[config.mk]
export PLATFORM = sky130hd
export DESIGN_NAME = binario_a_bcd_secuencial
export DESIGN_NICKNAME = d
export VERILOG_FILES = /design/src/rtl/binario_a_bcd_secuencial.sv
export SDC_FILE = /design/constraint.sdc
export NUM_CORES = 1
export LEC_CHECK = 0
export CAP_MARGIN = 0
export CORE_ASPECT_RATIO = 0.9
export CORE_MARGIN = 2
export CORE_UTILIZATION = 32
export CTS_BUF_LIST = sky130_fd_sc_hd__clkbuf_16
export CTS_CLUSTER_DIAMETER = 150
export CTS_CLUSTER_SIZE = 10
export DETAILED_ROUTE_END_ITERATION = 12
export SYNTH_ARGS = -nofsm -noshare
export SYNTH_HDL_FRONTEND = slang
export SYNTH_SLANG_ARGS = --single-unit
[constraint.sdc]
create_clock -name i_Reloj -period 1.7 [get_ports i_Reloj]
set_input_delay 0.34 -clock i_Reloj [delete_from_list [all_inputs] [get_ports i_Reloj]]
set_output_delay 0.34 -clock i_Reloj [all_outputs]
set_load 0.03 [all_outputs]
[src/rtl/binario_a_bcd_secuencial.sv]
// Sequential binary to BCD converter (shift-and-add-3, one bit per clock).
// Optional clamp to 9999 with o_Desborde flag: define BCD_SATURACION_EN.
module binario_a_bcd_secuencial #(
    parameter int ANCHO = 14
) (
    input  logic             i_Reloj,
    input  logic             i_Reset,
    input  logic [ANCHO-1:0] i_Binario,
    input  logic             i_Inicio,
    output logic [3:0]       o_Datos_0,
    output logic [3:0]       o_Datos_1,
    output logic [3:0]       o_Datos_2,
    output logic [3:0]       o_Datos_3,
    output logic             o_Ocupado,
    output logic             o_Listo
`ifdef BCD_SATURACION_EN
    ,
    output logic             o_Desborde
`endif
);

    typedef enum logic [1:0] {
        REPOSO,
        CONVERSION,
        CARGA
    } estado_t;

    localparam int CW = $clog2(ANCHO);
    localparam logic [CW-1:0] ULTIMA = CW'(ANCHO - 1);

    estado_t          estado_q, estado_d;
    logic [ANCHO-1:0] bin_q, bin_d;
    logic [15:0]      bcd_q, bcd_d;
    logic [CW-1:0]    cnt_q, cnt_d;
    logic [15:0]      datos_q, datos_d;
    logic             ocupado_q, ocupado_d;
    logic             listo_q, listo_d;
    logic [ANCHO-1:0] entrada;
    logic [14:0]      bcd_aj;

`ifdef BCD_SATURACION_EN
    localparam logic [15:0] MAX_BCD = 16'd9999;
    logic satura;
    logic satur_q, satur_d;
    logic desborde_q, desborde_d;

    // Clamp the incoming value to 9999 and remember that it was clamped
    always_comb begin
        satura  = {{(16-ANCHO){1'b0}}, i_Binario} > MAX_BCD;
        entrada = satura ? MAX_BCD[ANCHO-1:0] : i_Binario;
    end
`else
    // Without clamping the raw value is converted (result modulo 10000)
    always_comb begin
        entrada = i_Binario;
    end
`endif

    // Add 3 to every nibble >= 5; the top nibble's carry is dropped anyway
    always_comb begin
        for (int i = 0; i < 3; i++) begin
            bcd_aj[4*i +: 4] = (bcd_q[4*i +: 4] >= 4'd5)
                             ? bcd_q[4*i +: 4] + 4'd3
                             : bcd_q[4*i +: 4];
        end
        bcd_aj[14:12] = (bcd_q[15:12] >= 4'd5)
                      ? bcd_q[14:12] + 3'd3
                      : bcd_q[14:12];
    end

    // Next-state and datapath control for the three-state converter
    always_comb begin
        estado_d  = estado_q;
        bin_d     = bin_q;
        bcd_d     = bcd_q;
        cnt_d     = cnt_q;
        datos_d   = datos_q;
        ocupado_d = ocupado_q;
        listo_d   = 1'b0;
`ifdef BCD_SATURACION_EN
        satur_d    = satur_q;
        desborde_d = desborde_q;
`endif
        unique case (estado_q)
            REPOSO: begin
                if (i_Inicio) begin
                    estado_d  = CONVERSION;
                    bin_d     = entrada;
                    bcd_d     = 16'h0000;
                    cnt_d     = '0;
                    ocupado_d = 1'b1;
`ifdef BCD_SATURACION_EN
                    satur_d = satura;
`endif
                end
            end
            CONVERSION: begin
                bcd_d = {bcd_aj, bin_q[ANCHO-1]};
                bin_d = {bin_q[ANCHO-2:0], 1'b0};
                cnt_d = cnt_q + CW'(1);
                if (cnt_q == ULTIMA) begin
                    estado_d = CARGA;
                end
            end
            CARGA: begin
                datos_d   = bcd_q;
                listo_d   = 1'b1;
                ocupado_d = 1'b0;
                estado_d  = REPOSO;
`ifdef BCD_SATURACION_EN
                desborde_d = satur_q;
`endif
            end
            default: begin
                estado_d  = REPOSO;
                ocupado_d = 1'b0;
            end
        endcase
    end

    // State registers with synchronous reset taking priority
    always_ff @(posedge i_Reloj) begin
        if (i_Reset) begin
            estado_q  <= REPOSO;
            bin_q     <= '0;
            bcd_q     <= 16'h0000;
            cnt_q     <= '0;
            datos_q   <= 16'h0000;
            ocupado_q <= 1'b0;
            listo_q   <= 1'b0;
`ifdef BCD_SATURACION_EN
            satur_q    <= 1'b0;
            desborde_q <= 1'b0;
`endif
        end else begin
            estado_q  <= estado_d;
            bin_q     <= bin_d;
            bcd_q     <= bcd_d;
            cnt_q     <= cnt_d;
            datos_q   <= datos_d;
            ocupado_q <= ocupado_d;
            listo_q   <= listo_d;
`ifdef BCD_SATURACION_EN
            satur_q    <= satur_d;
            desborde_q <= desborde_d;
`endif
        end
    end

    assign o_Datos_0 = datos_q[3:0];
    assign o_Datos_1 = datos_q[7:4];
    assign o_Datos_2 = datos_q[11:8];
    assign o_Datos_3 = datos_q[15:12];
    assign o_Ocupado = ocupado_q;
    assign o_Listo   = listo_q;
`ifdef BCD_SATURACION_EN
    assign o_Desborde = desborde_q;
`endif

endmodule

# After elaboration in Yosys (flattened, before gate mapping)
# Index checks and enable logic that the tools add are counted.
[op_classes]
magnitude_cmp = 4
n_mux = 16
add_sub_neg = 5
n_reduce_logical = 5
n_bitwise = 1
n_eq_ne = 5
[ops]
columns = ["op", "n"]
rows = [
  ["case mux 16 bit (2 select lines)", 1],
  ["case mux 14 bit (2 select lines)", 1],
  ["greater-or-equal comparator 4 x 3 -> 1 bit, second input constant", 4],
  ["two-way mux 16 bit", 1],
  ["two-way mux 4 bit", 4],
  ["two-way mux 14 bit", 1],
  ["adder 4 x 2 -> 4 bit, second input constant", 3],
  ["case mux 4 bit (2 select lines)", 1],
  ["AND reduction 2 bit", 3],
  ["adder 4 x 1 -> 4 bit, second input constant", 1],
  ["== test 4 bit, second input constant", 1],
  ["two-way mux 2 bit", 2],
  ["inequality test 2 bit, second input constant", 2],
  ["case mux 2 bit (2 select lines)", 1],
  ["adder 3 x 2 -> 3 bit, second input constant", 1],
  ["two-way mux 3 bit", 1],
  ["== test 2 x 1 -> 1 bit, second input constant", 1],
  ["== test 2 bit, second input constant", 1],
  ["logical NOT 2 bit", 1],
  ["two-way mux 1 bit", 2],
  ["case mux 1 bit (2 select lines)", 1],
  ["nonzero test 2 bit", 1],
  ["NOT 1 bit", 1],
]
[word_totals]
register_bits = 54
out_inout_bits = 18
inputBits = 17

# Logic depth before layout (Yosys ltp)
# Gate-level depths: netlist (run 1).
[depth]
ltp_word = 3
depth_mapped = 6
ltp_nobuf = 6

# Least setup slack after synthesis (run 1)
# OpenSTA, ideal clock, no wires.
[synth_path]
kind = "reg-to-reg"
start = "register bcd_q[1]"
end = "register bcd_q[2]"
arrival_ns = 1.250
setup_slack_ns = 0.333
stages_incl_launch_ff = 7
period_less_slack_ns = 1.367
required_ns = 1.583
path_cell_list = "dfxtp_1 inv_1 ha_1 nand2b_1 a21oi_1 mux2i_1 a22o_1"
[synth_via]
elab_chain_len = 3
word_cells_on_any_way = 4
[synth_lines]
columns = ["element", "line_no", "source"]
rows = [
  ["start, declared", "33", "logic [15:0] bcd_q, bcd_d;"],
  ["start signal, assigned", "126", "bcd_q <= 16'h0000;"],
  ["start signal, assigned", "138", "bcd_q <= bcd_d;"],
  ["adder 4 x 2 -> 4 bit / greater-or-equal comparator 4 x 3 -> 1 bit (equally long branches)", "63, 62", ""],
  ["two-way mux 4 bit (*)", "63", "? bcd_q[4*i +: 4] + 4'd3"],
  ["case mux 16 bit (2 select lines) (*)", "84", "unique case (estado_q)"],
]
# Mark *: on every way between the ends. The rest lies on a longest branch, timed or not.
# A chain may end at the register's enable or synchronous reset.

# Final worst setup path (run 1)
[layout_path]
start = "register datos_q[14]"
end = "output o_Datos_3[2]"
[layout_rtl]
columns = ["element", "line_no", "source"]
rows = [
  ["start, declared", "35", "logic [15:0] datos_q, datos_d;"],
  ["start signal, assigned", "140", "datos_q <= datos_d;"],
  ["end, declared", "13", "output logic [3:0] o_Datos_3,"],
]
# No word-level cell between the ends.

==> flow_summary.toml, run 1 <==
[status]
status = "finished clean"

[drt]
ant_nets = 0
vias = 2021
drt-pass1-iter-count = 4
drc_errors = 0
routed_via_density = 4.78
routedWlPerCell_um = 11.8
drtIter0Drc = 95
totalWireLength_um = 4990

[worst_setup_path]
cp_cell_sequence = "clkdlybuf4s50_1"
path_delay_family = "buffers and inverters"
slowest_stage = "clkdlybuf4s50_1"
crit_arrival_ns = 1.29
reg2reg_from = "estado_q[1]"
required_ns = 1.36
startpoint_type = "register"
path_max_fanout = 2
worst-path-buf-inv = 1
worstSetupPathType = "register to primary output"
end_kind = "primary output"
max_stage_delay_ns = 0.67
setup.worst_path.start = "datos_q[14]"

[die]
dieArea_mm2 = 0.00830
die_height_um = 86.6
fp-row-count = 30
initial_core_util_pct = 32.6
fp.dieW_um = 95.8
core-area_mm2 = 0.00743
io_pins = 35

[cells_and_area]
fillers = 771
area_delta_synth_final_pct = 24.8
finish.instance_area_mm2 = 0.00303
stdcell_count = 423
n_antenna_cell = 0
nets = 354
drive_above_1_share_pct = 7.34

[cts]
cts_num_sinks = 54
clk_path_buf_depth = 2
clkTransAtPathRegs_ns = 0.07
cts_setup_buffers = 0
clock_latency_ns = 0.28
cts_tree = "done"
cts-root-buf = "clkbuf_16"
cts_resized = 0
cts.htree.levels = 2
cts-buffers-inserted = 5
postCtsHoldBufs = 0

[yosys]
synth.avg_cell_area_um2 = 8.28
async_flop_share_pct = 0
syn-cell-area_mm2 = 0.00243
ys.warnings.count = 0
synth-simple-area-share_pct = 22.4
yosys.area.top_type_share_pct = 44.6
synthTopCellsByArea = "dfxtp_1 (45%), nor2_1 (8.2%), a21oi_1 (5.8%)"
synth_top_family_by_area = "simple AND/OR/NAND/NOR gates"
synthAdderAreaFrac_pct = 5.16
ys_ff_latch = 54
yosys.area.top_type = "dfxtp_1"
synth_cells = 293
synth_compound_area_share_pct = 17.3
synth_ff_type = "dfxtp_1"
synth_edf_count = 0
synth.net_count = 320
synth_cell_types = 35
synth.mux.area_fraction_pct = 2.11
synth_xor_area_share_pct = 2.53
ys_seq_area_share_pct = 44.6

[power_and_ir_drop]
switchingPower_uw = 569
p_seq_share_pct = 49.6
powerDensity_mw_per_mm2 = 881
power.total_uw = 2670
worst_ir_drop_vdd_mv = 0.334
pwr-share-comb_pct = 8.8
netSwitchingFraction_pct = 21.3
p_clk_share_pct = 41.5
p_leak_uw = 0.00117
intPower_uw = 2100

[timing]
tightestPinTransition_ns = 0.829
rsz0062_at_grt = "false"
min_period_ns = 1.63
hold_viol = 0
max_slew_margin_pct = 44.5
fmax_ghz = 0.612
finalMaxSlewViolations = 0
setup_viol = 0
finClkSkew_ns = 0.00436
period_share_pct = 96.1

[placed_design]
placed_cells = 416
port_buffers = 34
dpl_cell_area_mm2 = 0.00287
place_congestion = 0.748
dp_hpwl_um = 3460

[min_path]
holdCritStartpoint = "datos_q[1]"
hp-class = "register to register"

[global_routing]
grt_pass1_wl_um = 8730
antenna_found_initial = 0
track_usage_pct = 13.2
grt_pass1_vias = 1894
overflow = 0
grt_max_degree = 21

[flow_run]
maxCapViolations = 0
flip-flops by register name, summed over array words and instances, names as in the netlist:
register and flops:
bcd_q 16, datos_q 16, bin_q 14, cnt_q 4, estado_q 2, o_Listo 1, o_Ocupado 1
cell type report:
type                    instances  area [µm²]  share of cell area, %
inverters                      10        37.5                   1.24
clock inverters                 2        33.8                   1.12
clock buffers                   5         125                   4.13
well taps                      96         120                   3.97
repair buffers                 46         430                   14.2
flip-flops and latches         54        1080                   35.7
multi-input cells             210        1200                   39.6
power by group through the flow:
stage / clock network [µW] / registers [µW] / logic, µW
floorplan: 0 / 1350 / 164
global placement: 0 / 1350 / 235
detailed placement: 0 / 1350 / 239
CTS: 1140 / 1320 / 239
global route: 1200 / 1330 / 265
finish: 1110 / 1320 / 236
placed cells by master, fill, tap and decap left out, types with 5 or more instances in the layout:
| cell type | netlist | final |
|---|---|---|
| nor2_1 | 53 | 53 |
| clkbuf_16 | 0 | 5 |
| ha_1 | 10 | 10 |
| a22o_1 | 11 | 11 |
| nand3_1 | 6 | 6 |
| a2bb2oi_1 | 12 | 12 |
| clkdlybuf4s50_1 | 0 | 34 |
| inv_1 | 9 | 9 |
| a21oi_1 | 28 | 28 |
| nand2b_1 | 6 | 6 |
| nor3_1 | 18 | 18 |
| buf_4 | 3 | 12 |
| nand2_1 | 33 | 33 |
| dfxtp_1 | 54 | 54 |
routing by layer:
metal	vias to the layer above	routed length, µm	GRT usage [%]	part of all wire [%]
li1	1055	-	-	-
met1	935	2500	17.7	50
met2	27	2310	21.0	46
met3	4	145	2.87	2.9
met4	0	38	4.29	0.76
met5	-	0	0	0
logic make-up after synthesis:
group,Yosys count
fa+ha+maj,10
simple gates,125
buf+inv,29
flops,54
compound gates,63
xor+xnor,7
mux,5
synthesized netlist by cell type, types with 2 or more instances:
cell and number:
dfxtp_1 54, nand3_1 6, a22o_1 11, a22oi_1 2, o21ai_1 3, nand2_1 33, buf_4 3, inv_1 9
nor3_1 18, o21ai_0 4, nand2b_1 6, ha_1 10, mux2i_1 4, nor2_1 53, a2bb2oi_1 12, buf_2 8
buf_6 2, xor2_1 3, xnor2_1 4, a21oi_1 28, clkbuf_1 6
final timing paths:
check	to	slack [ns]	depth (start not counted)
hold / removal	datos_q[1]	0.45	2
setup / recovery	o_Datos_3[2]	0.07	1
setup reg to reg	bcd_q[4]	0.16	3
hold reg to reg	datos_q[1]	0.45	2
through the flow:
stage | util [%] | TNS [ns] | setup slack [ns] | hold WS [ns]
final | 40.7 | 0 | 0.0666 | 0.453
after detailed placement | 38.6 | -2.46 | -0.227 | 0.447
after CTS | 40.7 | 0 | 0.0508 | 0.456
after global routing | 40.7 | 0 | 0.00735 | 0.466
after floorplan | - | 0 | 0.333 | 0.443
after global placement | 38.6 | -2.32 | -0.203 | 0.444
No activity file was read; power rests on OpenSTA's default activity.
==> inputs of run 2 (changes only) <==
- GPL_TIMING_DRIVEN: unset -> 0
==> flow_summary.toml, run 2 (synthesis gave the netlist of run 1 again) <==
[drt]
routedWlPerCell_um = 11.9
drc_errors = 0
ant_nets = 0
routed_via_density = 4.70
drt-pass1-iter-count = 4
drtIter0Drc = 80
vias = 2020
totalWireLength_um = 5130

[cts]
cts_num_sinks = 54
cts-root-buf = "clkbuf_16"
cts_tree = "done"
postCtsHoldBufs = 0
cts-buffers-inserted = 5
clock_latency_ns = 0.29
cts_setup_buffers = 0
clk_path_buf_depth = 2
cts.htree.levels = 2
clkTransAtPathRegs_ns = 0.06
cts_resized = 0

[timing]
whs_ns = 0.453
setup_tns_ns = 0
period_share_pct = 96.7
finClkSkew_ns = 0.00495
fmax_ghz = 0.609
tightestPinTransition_ns = 0.533
fin_ws_ns = 0.0568
finalMaxSlewViolations = 0
max_slew_margin_pct = 64.5
rsz0062_at_grt = "false"
setup_viol = 0
hold_viol = 0
min_period_ns = 1.64

[global_routing]
antenna_found_initial = 0
grt_max_degree = 18
track_usage_pct = 13.5
overflow = 0
grt_pass1_wl_um = 8910
grt_pass1_vias = 1965

[cells_and_area]
nets = 360
area_delta_synth_final_pct = 24.6
mostFrequentLayoutCell = "dfxtp_1"
finish.instance_area_mm2 = 0.00302
top_regs = "bcd_q: 16 flops, datos_q: 16 flops, bin_q: 14 flops"
final_cell_mix = "dfxtp_1 (54), nor2_1 (53), nand2_1 (33), clkdlybuf4s50_1 (33), a21oi_1 (28)"
n_antenna_cell = 0
drive_above_1_share_pct = 8.08

[worst_setup_path]
worstSetupPathType = "register to primary output"
startpoint_type = "register"
crit_arrival_ns = 1.30
max_stage_delay_ns = 0.68
end_kind = "primary output"
cp_cell_sequence = "clkdlybuf4s50_1"
slowest_stage = "clkdlybuf4s50_1"
worst-path-buf-inv = 1
path_delay_family = "buffers and inverters"
path_max_fanout = 2
required_ns = 1.36

[min_path]
hp-class = "register to register"

[placed_design]
port_buffers = 33
dpl_cell_area_mm2 = 0.00288
dp_hpwl_um = 3650
place_ws_ns = -0.134
place_congestion = 0.720

[die]
fp-row-count = 30
dieArea_mm2 = 0.00830
io_pins = 35
initial_core_util_pct = 32.6
die_height_um = 86.6
core-area_mm2 = 0.00743
fp.dieW_um = 95.8

[power_and_ir_drop]
p_leak_uw = 0.00117
power.total_uw = 2570
powerDensity_mw_per_mm2 = 851
worst_ir_drop_vdd_mv = 0.461

[flow_run]
maxCapViolations = 0

[status]
status = "finished clean"
[run 2: cell types whose count changed in the layout (fill, tap and decap cells not counted), moves of 2 or more]
cell and change:
buf_4 -9, buf_2 +8, clkbuf_1 +6, buf_6 +2
[run 2: power by group]
| part | internal, µW | switching, µW | total (µW) |
|---|---|---|---|
| sequential | 1300 | 21.5 | 1320 |
| clock | 546 | 459 | 1010 |
| combinational | 117 | 128 | 245 |
| total | 1960 | 609 | 2570 |
[run 2: final timing paths]
kind,slack [ns],to,cells past startpoint,start
hold reg to reg,0.45,datos_q[2],2,datos_q[2]
setup reg to reg,0.20,bcd_q[6],6,bcd_q[5]
setup / recovery,0.06,o_Ocupado,1,o_Ocupado
hold / removal,0.45,datos_q[2],2,datos_q[2]
[run 2: area by class of cell]
class,count,area [µm²]
fillers,767,4410
multi-input cells,210,1200
flip-flops and latches,54,1080
repair buffers,33,330
clock buffers,5,125
well taps,96,120
plain buffers,19,108
inverters,10,37.5
clock inverters,3,21.3
[run 2: per-layer routing]
metal	GRT usage, %	vias up	share of wire [%]
met3	2.26	4	2.3
li1	-	1068	-
met1	17.5	926	51
met5	0	-	0
met4	3.90	0	0.86
met2	22.8	22	46
[run 2: per-stage QoR]
step	cells	utilization, %
floorplan	293	-
global placement	422	38.7
detailed placement	422	38.7
CTS	430	40.7
global route	430	40.7
finish	430	40.7
